==> src/rtl/hilo_mul_div_unit.sv <==
// hilo_mul_div_unit
//   Execute-stage multi-cycle multiply/divide engine that owns the architectural
//   HI/LO pair and the MUL low-word result used by the GPR writeback path.
//   Build macro DIV_RADIX4_EN: when defined, the divider retires two quotient
//   bits per cycle (16 iterations) instead of one (32 iterations). Results are
//   identical in both builds; only the divide latency changes.
module hilo_mul_div_unit (
  input  logic        clk,
  input  logic        reset_n,
  input  logic        op_valid,
  input  logic [3:0]  op,
  input  logic        flush,
  input  logic [31:0] rs,
  input  logic [31:0] rt,
  output logic        busy,
  output logic [31:0] hi,
  output logic [31:0] lo,
  output logic [31:0] mul_lo,
  output logic        done
);

`ifdef DIV_RADIX4_EN
  localparam int unsigned DIV_ITER = 16;
`else
  localparam int unsigned DIV_ITER = 32;
`endif
  localparam logic [5:0] DIV_CNT_INIT = 6'(DIV_ITER);

  localparam logic [3:0] OP_MULT  = 4'd1;
  localparam logic [3:0] OP_MULTU = 4'd2;
  localparam logic [3:0] OP_MUL   = 4'd3;
  localparam logic [3:0] OP_MADD  = 4'd4;
  localparam logic [3:0] OP_MADDU = 4'd5;
  localparam logic [3:0] OP_MSUB  = 4'd6;
  localparam logic [3:0] OP_MSUBU = 4'd7;
  localparam logic [3:0] OP_DIV   = 4'd8;
  localparam logic [3:0] OP_DIVU  = 4'd9;
  localparam logic [3:0] OP_MTHI  = 4'd10;
  localparam logic [3:0] OP_MTLO  = 4'd11;

  typedef enum logic [1:0] {
    ST_IDLE = 2'd0,
    ST_MUL  = 2'd1,
    ST_DIV  = 2'd2,
    ST_FIX  = 2'd3
  } state_t;

  state_t      state_q, state_d;
  logic [3:0]  op_q, op_d;
  logic [31:0] a_q, a_d;
  logic [31:0] b_q, b_d;
  logic [31:0] rem_q, rem_d;
  logic [31:0] quo_q, quo_d;
  logic        neg_quo_q, neg_quo_d;
  logic        neg_rem_q, neg_rem_d;
  logic [5:0]  cnt_q, cnt_d;
  logic [31:0] hi_q, hi_d;
  logic [31:0] lo_q, lo_d;
  logic [31:0] mul_lo_q, mul_lo_d;

  logic        is_mul_op;
  logic        is_div_op;
  logic        div_signed;
  logic [31:0] rs_mag;
  logic [31:0] rt_mag;

  logic        mul_signed;
  logic [63:0] a_ext;
  logic [63:0] b_ext;
  logic [63:0] product;
  logic [63:0] acc;

  logic [31:0] step_rem;
  logic [31:0] step_quo;

  // Decode the incoming op and prepare divide operand magnitudes
  always_comb begin
    is_mul_op  = (op >= OP_MULT) && (op <= OP_MSUBU);
    is_div_op  = (op == OP_DIV) || (op == OP_DIVU);
    div_signed = (op == OP_DIV);
    rs_mag     = (div_signed && rs[31]) ? (32'd0 - rs) : rs;
    rt_mag     = (div_signed && rt[31]) ? (32'd0 - rt) : rt;
  end

  // 64-bit product of the latched operands; sign-extension selects signed vs unsigned
  always_comb begin
    mul_signed = (op_q == OP_MULT) || (op_q == OP_MUL) ||
                 (op_q == OP_MADD) || (op_q == OP_MSUB);
    a_ext      = mul_signed ? {{32{a_q[31]}}, a_q} : {32'd0, a_q};
    b_ext      = mul_signed ? {{32{b_q[31]}}, b_q} : {32'd0, b_q};
    product    = a_ext * b_ext;
    acc        = {hi_q, lo_q};
  end

`ifdef DIV_RADIX4_EN
  logic [33:0] shifted4;
  logic [33:0] d1;
  logic [33:0] d2;
  logic [33:0] d3;

  // Radix-4 restoring step: pick the largest multiple of the divisor (0..3) that fits
  always_comb begin
    shifted4 = {rem_q, quo_q[31:30]};
    d1       = {2'b00, b_q};
    d2       = {1'b0, b_q, 1'b0};
    d3       = d1 + d2;
    if (shifted4 >= d3) begin
      step_rem = shifted4[31:0] - d3[31:0];
      step_quo = {quo_q[29:0], 2'b11};
    end else if (shifted4 >= d2) begin
      step_rem = shifted4[31:0] - d2[31:0];
      step_quo = {quo_q[29:0], 2'b10};
    end else if (shifted4 >= d1) begin
      step_rem = shifted4[31:0] - d1[31:0];
      step_quo = {quo_q[29:0], 2'b01};
    end else begin
      step_rem = shifted4[31:0];
      step_quo = {quo_q[29:0], 2'b00};
    end
  end
`else
  logic [32:0] shifted2;

  // Radix-2 restoring step: shift in one dividend bit and subtract the divisor if it fits
  always_comb begin
    shifted2 = {rem_q, quo_q[31]};
    if (shifted2 >= {1'b0, b_q}) begin
      step_rem = shifted2[31:0] - b_q;
      step_quo = {quo_q[30:0], 1'b1};
    end else begin
      step_rem = shifted2[31:0];
      step_quo = {quo_q[30:0], 1'b0};
    end
  end
`endif

  // Next-state and datapath update; flush overrides everything and leaves HI/LO alone
  always_comb begin
    state_d   = state_q;
    op_d      = op_q;
    a_d       = a_q;
    b_d       = b_q;
    rem_d     = rem_q;
    quo_d     = quo_q;
    neg_quo_d = neg_quo_q;
    neg_rem_d = neg_rem_q;
    cnt_d     = cnt_q;
    hi_d      = hi_q;
    lo_d      = lo_q;
    mul_lo_d  = mul_lo_q;
    done      = 1'b0;
    busy      = (state_q != ST_IDLE);

    if (flush) begin
      state_d = ST_IDLE;
      cnt_d   = 6'd0;
    end else begin
      case (state_q)
        ST_IDLE: begin
          if (op_valid) begin
            if (is_mul_op) begin
              state_d = ST_MUL;
              op_d    = op;
              a_d     = rs;
              b_d     = rt;
            end else if (is_div_op) begin
              state_d   = ST_DIV;
              op_d      = op;
              a_d       = rs;
              b_d       = rt_mag;
              quo_d     = rs_mag;
              rem_d     = 32'd0;
              neg_quo_d = div_signed && (rs[31] ^ rt[31]);
              neg_rem_d = div_signed && rs[31];
              cnt_d     = DIV_CNT_INIT;
            end else if (op == OP_MTHI) begin
              hi_d = rs;
            end else if (op == OP_MTLO) begin
              lo_d = rs;
            end
          end
        end

        ST_MUL: begin
          done    = 1'b1;
          state_d = ST_IDLE;
          case (op_q)
            OP_MULT, OP_MULTU: {hi_d, lo_d} = product;
            OP_MADD, OP_MADDU: {hi_d, lo_d} = acc + product;
            OP_MSUB, OP_MSUBU: {hi_d, lo_d} = acc - product;
            default:           mul_lo_d     = product[31:0];
          endcase
        end

        ST_DIV: begin
          rem_d = step_rem;
          quo_d = step_quo;
          cnt_d = cnt_q - 6'd1;
          if (cnt_q == 6'd1) begin
            state_d = ST_FIX;
          end
        end

        ST_FIX: begin
          done    = 1'b1;
          state_d = ST_IDLE;
          if (b_q == 32'd0) begin
            lo_d = 32'hFFFF_FFFF;
            hi_d = a_q;
          end else begin
            lo_d = neg_quo_q ? (32'd0 - quo_q) : quo_q;
            hi_d = neg_rem_q ? (32'd0 - rem_q) : rem_q;
          end
        end

        default: begin
          state_d = ST_IDLE;
        end
      endcase
    end
  end

  // State and datapath registers, cleared asynchronously
  always_ff @(posedge clk or negedge reset_n) begin
    if (!reset_n) begin
      state_q   <= ST_IDLE;
      op_q      <= 4'd0;
      a_q       <= 32'd0;
      b_q       <= 32'd0;
      rem_q     <= 32'd0;
      quo_q     <= 32'd0;
      neg_quo_q <= 1'b0;
      neg_rem_q <= 1'b0;
      cnt_q     <= 6'd0;
      hi_q      <= 32'd0;
      lo_q      <= 32'd0;
      mul_lo_q  <= 32'd0;
    end else begin
      state_q   <= state_d;
      op_q      <= op_d;
      a_q       <= a_d;
      b_q       <= b_d;
      rem_q     <= rem_d;
      quo_q     <= quo_d;
      neg_quo_q <= neg_quo_d;
      neg_rem_q <= neg_rem_d;
      cnt_q     <= cnt_d;
      hi_q      <= hi_d;
      lo_q      <= lo_d;
      mul_lo_q  <= mul_lo_d;
    end
  end

  assign hi     = hi_q;
  assign lo     = lo_q;
  assign mul_lo = mul_lo_q;

endmodule
==> config.mk <==
export PLATFORM = sky130hd
export DESIGN_NAME = hilo_mul_div_unit
export DESIGN_NICKNAME = d
export VERILOG_FILES = /design/src/rtl/hilo_mul_div_unit.sv
export SDC_FILE = /design/constraint.sdc
export NUM_CORES = 2
export LEC_CHECK = 0
export CORE_ASPECT_RATIO = 0.5
export CORE_MARGIN = 1.5
export CORE_UTILIZATION = 45
export DETAILED_ROUTE_END_ITERATION = 7
export GPL_ROUTABILITY_DRIVEN = 0
export GPL_TIMING_DRIVEN = 0
export HOLD_SLACK_MARGIN = 0.06
export PLACE_DENSITY = 0.62
export SYNTH_ARGS = -nofsm -noshare
export SYNTH_HDL_FRONTEND = slang
export SYNTH_SLANG_ARGS = --single-unit
==> constraint.sdc <==
create_clock -name clk -period 19.7 [get_ports clk]
set_input_delay 3.94 -clock clk [delete_from_list [all_inputs] [get_ports clk]]
set_output_delay 3.94 -clock clk [all_outputs]
set_load 0.1 [all_outputs]
## Yosys cells after proc, flatten, opt, wreduce, memory -nomap -nowiden

Cells that the tools add are included.
Widths: inputs -> output; s select.

- Register bits after elaboration: 238
- Input bits: 72
- Output and inout port bits: 98
- Logic and storage cells: 134

- Add/subtract/negate cells: 8
- $mul: 1
- Magnitude comparators: 3
- Eq/ne operators: 28
- Mux-type cells: 50
- Bitwise logic cells: 4
- Reductions and logical operators: 28

Operator list:

| kind | number |
|---|---|
| $mux 32 | 26 |
| $pmux 32 s3 | 4 |
| $mux 64 | 2 |
| $pmux 32 s2 | 2 |
| $sub 1x32->32 const A | 4 |
| $add 64x64->64 | 1 |
| $mul 64x64->64 | 1 |
| $sub 64x64->64 | 1 |
| $ge 33x32->1 | 1 |
| $logic_not 32->1 | 1 |
| $sub 32x32->32 | 1 |
| $mux 6 | 4 |
| $eq 4x3->1 const B | 4 |
| $eq 4x4->1 const B | 4 |
| $ne 2x2->1 const B | 7 |
| $ne 3x3->1 const B | 4 |
| $pmux 6 s2 | 1 |
| $mux 2 | 5 |
| $reduce_and 5->1 | 2 |
| $eq 4x2->1 const B | 2 |
| $mux 4 | 2 |
| $ne 4x4->1 const B | 2 |
| $reduce_and 4->1 | 2 |
| $reduce_and 8->1 | 1 |
| 20 further kinds | 38 |

## Depth between registers and ports, before layout

- Depth in word-level cells: 9
- Gate-level depth with buffers: 49
- Mapped depth without buffers: 45

## Worst setup path after synthesis

Ideal clock, no wire load.

- Path kind: register to register
- Start: register op_q[0]
- End: register hi_q[26] (netlist: hi[26])
- Setup time: 0.126 ns
- Arrival time: 11.157 ns
- Required time: 19.574 ns
- Slack: 8.417 ns
- Stages on the path, launching flop included: 47
- Path buffers: 3
- Period minus slack after synthesis: 11.283 ns
- Cells stage by stage: dfrtp_1 xnor2_1 nor2_1 and2_1 clkbuf_1 clkbuf_1 nand2_1 fa_1 inv_1 fa_1 inv_1 fa_1 inv_1 fa_1 fa_1 inv_1 fa_1 inv_1 [... 11 more ...] a21oi_1 a211oi_4 xor2_1 inv_1 ha_1 clkbuf_1 inv_2 nor4_1 and3_1 nand4_1 a211oi_1 nor3_1 o21ai_2 nor2_1 o21ai_0 o21ai_0 mux2i_1 o32a_1

- Cells in the longest elaborated chain, start to end: 9
- Elaborated cells on any way between the ends: 22

RTL lines:

| what | line | RTL |
|---|---|---|
| start, declared | 49 | `logic [3:0] op_q, op_d;` |
| start signal, assigned | 240 | `op_q <= op_d;` |
| $eq 4x1->1 / $eq 4x2->1 (equally long branches) | 87, 187 |  |
| $logic_or 1x1->1 (2 in series) | 87 | `mul_signed = (op_q == OP_MULT) \|\| (op_q == OP_MUL) \|\|` |
| $logic_or 1x1->1 | 88 | `(op_q == OP_MADD) \|\| (op_q == OP_MSUB);` |
| $mux 64, on equally long branches | 89, 90 |  |
| $mul 64x64->64 | 91 | `product = a_ext * b_ext;` |
| $sub 64x64->64 / $add 64x64->64 (equally long branches) | 190, 189 |  |
| $pmux 32 s3 | 187 | `case (op_q)` |
| $pmux 32 s3 | 158 | `case (state_q)` |
| end signal, assigned | 248 | `hi_q <= hi_d;` |
| end, declared | 57 | `logic [31:0] hi_q, hi_d;` |

Parallel ways exist; a longest one is shown, timed or not.
A chain may end at the register's enable or synchronous reset.

## Worst setup path in the final report

- Start: register op_q[2]
- End: register hi_q[26] (netlist: hi[26])

The elaborated chain is that of the path after synthesis.

==> impl_metrics.json <==
{
  "status": "complete, but fails checks",
  "violations": "capacitance limit, slew limit",
  "dr_total_vias": 64100,
  "timing.fmax_ghz": 0.0614,
  "fin_util_pct": 49.3,
  "report.final.slew_viol_count": 116,
  "first_pass_iters": 7,
  "place_area_sq_um": 75300,
  "synth_top_cell_area_share_pct": 40.2,
  "clk_pin_slew_ns": 0.06,
  "cts_made_buffers": 34,
  "synth_ff_type": "dfrtp_1",
  "synth-async-reset-ratio_pct": 100,
  "syn-mean-instance-area_sq_um": 8.50,
  "netlist_area_sq_um": 70900,
  "num_io_pins": 170,
  "seq_area_frac_synth_pct": 8.40,
  "setup_viol": 0,
  "cpPeakStageDelay_ns": 0.95,
  "cts_max_path_buffers": 3,
  "htree_levels": 2,
  "rows": 102,
  "clock_sinks": 238,
  "hold_class": "register to register",
  "fin_crit_ns": 16.30,
  "die_x_um": 564,
  "wl_per_cell_um": 28.9,
  "hpwlAfterDp_um": 254000,
  "grt-ovfl-total": 0,
  "cp.required_ns": 20.16,
  "grt_pass1_wl_um": 441000,
  "crit_type": "register to register",
  "antenna_found_initial": 38,
  "yosysTopAreaCell": "fa_1",
  "first_iter_violations": 8834,
  "cts_resized": 0,
  "netlist_top_cells_area": "fa_1, inv_1, dfrtp_1",
  "synth_fp_nets": 10300,
  "core-area_sq_um": 156000,
  "slew_headroom_pct": -16.2,
  "ys_types": 99,
  "synthToLayoutAreaGrowth_pct": 8.05,
  "grt_max_degree": 93,
  "grtUsageTotal_pct": 38.7,
  "crit_path_start_kind": "register",
  "slowest_stage": "nor3_1",
  "drive_gt1_share_pct": 2.01,
  "hold_violations": 0,
  "drtAntennaViolNets": 0,
  "synth_enable_flop_cells": 0,
  "root_buffer": "clkbuf_16",
  "holdBufCountCts": 0,
  "period_share_pct": 82.7,
  "cp.arrival_ns": 16.76,
  "synth_seq_cells": 238,
  "worstMarginPinSlew_ns": 1.74,
  "ys.warnings.count": 0,
  "tns_ns": 0,
  "critPathMostFrequentCell": "fa_1",
  "clkLatencyLatePin_ns": 0.60,
  "rsz0062_at_grt": "false",
  "wl_um": 309000,
  "tritoncts": "built",
  "worst_setup_path_end_kind": "register",
  "path_max_fanout": 10,
  "via_per_inst": 6.00,
  "ys_top_cells_by_count": "inv_1, fa_1, nand2_1",
  "fin_area_sq_um": 76600,
  "grt_pass1_vias": 63400,
  "cts_setup_buffers": 0,
  "fp.dieArea_sq_um": 160000,
  "drc": 0,
  "finalWorstSetupSlack_ns": 3.40,
  "final_nets": 10500,
  "maxCapViolations": 13,
  "die_height_um": 284,
  "start_util_pct": 45.6,
  "dp_worst_setup_slack_ns": 3.95,
  "portBuffers": 167,
  "synth_most_common_cell": "inv_1",
  "fin_worst_skew_ns": 0.0340,
  "synthCells": 8341
}
per-stage QoR:
step                hold slack [ns]  cells
floorplan                     0.460   8341
global placement              0.461  10600
detailed placement            0.470  10600
CTS                           0.483  10700
global route                  0.502  10700
finish                        0.477  10700
routing by layer:
layer	routed length, um	GRT usage, %	vias up
li1	-	-	26100
met1	114000	49.8	31800
met2	121000	54.0	4885
met3	48400	15.8	1228
met4	24300	23.5	42
met5	730	0.268	-
cells in the final DEF (no fill, tap or decap), types with 27 or more instances in the layout:
master              n
xor2_1            112
clkdlybuf4s50_1   166
a21oi_1           391
o21bai_1           44
nor4_1             45
a211oi_1           48
o31ai_1            52
o21a_1             29
mux2i_1            33
clkbuf_16          35
or3_1              28
nor3_1             70
nand4_1            35
nand3_1            55
o211ai_1           27
ha_1              474
a31oi_1            44
nor2_1            290
diode_2            33
inv_1            1804
o21ai_0           338
fa_1             1424
nand2_1          1168
and3_1             30
nand2b_1           37
and2_1            392
nor2b_1            48
xnor2_1           211
dfrtp_1           238
a21o_1             73
clkbuf_1          412
path summary, 6_finish.rpt:
path	from	endpoint	slack [ns]	cells after the start
setup / recovery	op_q[2]$_DFFE_PN0P_	hi[26]$_DFFE_PN0P_	3.40	43
hold / removal	mul_lo[15]$_DFFE_PN0P_	mul_lo[15]$_DFFE_PN0P_	0.48	2
setup reg to reg	op_q[2]$_DFFE_PN0P_	hi[26]$_DFFE_PN0P_	3.40	43
hold reg to reg	mul_lo[15]$_DFFE_PN0P_	mul_lo[15]$_DFFE_PN0P_	0.48	2
max in group asynchronous	reset_n	a_q[28]$_DFFE_PN0P_	14.96	3
min in group asynchronous	reset_n	mul_lo[29]$_DFFE_PN0P_	3.31	1
worst max-delay path, delay by kind of cell (launching register included):
family	cells	cell delay, ns
compound gates	11	3.73
xor+xnor	2	0.93
fa+ha+maj	12	5.87
buf+inv	8	1.87
flops	1	0.44
mux	1	0.12
simple gates	9	3.15
final cells by class:
cell class              instances  area [sq um]
flip-flops and latches        238          5960
multi-input cells            5837         56500
diodes                         33          82.6
well taps                    2080          2600
fillers                     15300         78900
clock buffers                  41           948
plain buffers                 457          1750
repair buffers                171          1770
inverters                    1809          6790
clock inverters                18           284
kinds of logic (layout without fill, tap and decap cells):
| family | Yosys count | in the layout | synth area share [%] |
|---|---|---|---|
| compound gates | 1295 | 1295 | 11.5 |
| xor+xnor | 323 | 323 | 3.99 |
| fa+ha+maj | 1902 | 1902 | 48.6 |
| buf+inv | 2266 | 2496 | 12.0 |
| flops | 238 | 238 | 8.40 |
| mux | 37 | 37 | 0.529 |
| other cells | 0 | 33 | 0 |
| simple gates | 2280 | 2280 | 14.9 |
registers in the layout (all words and copies together) (netlist names):
name	flops
lo	32
state_q	2
neg_quo_q	1
neg_rem_q	1
hi	32
b_q	32
rem_q	32
a_q	32
quo_q	32
mul_lo	32
op_q	4
cnt_q	6
Power is not shown: default switching activity piles up to over one toggle a cycle in this logic, so the estimate is an artifact.
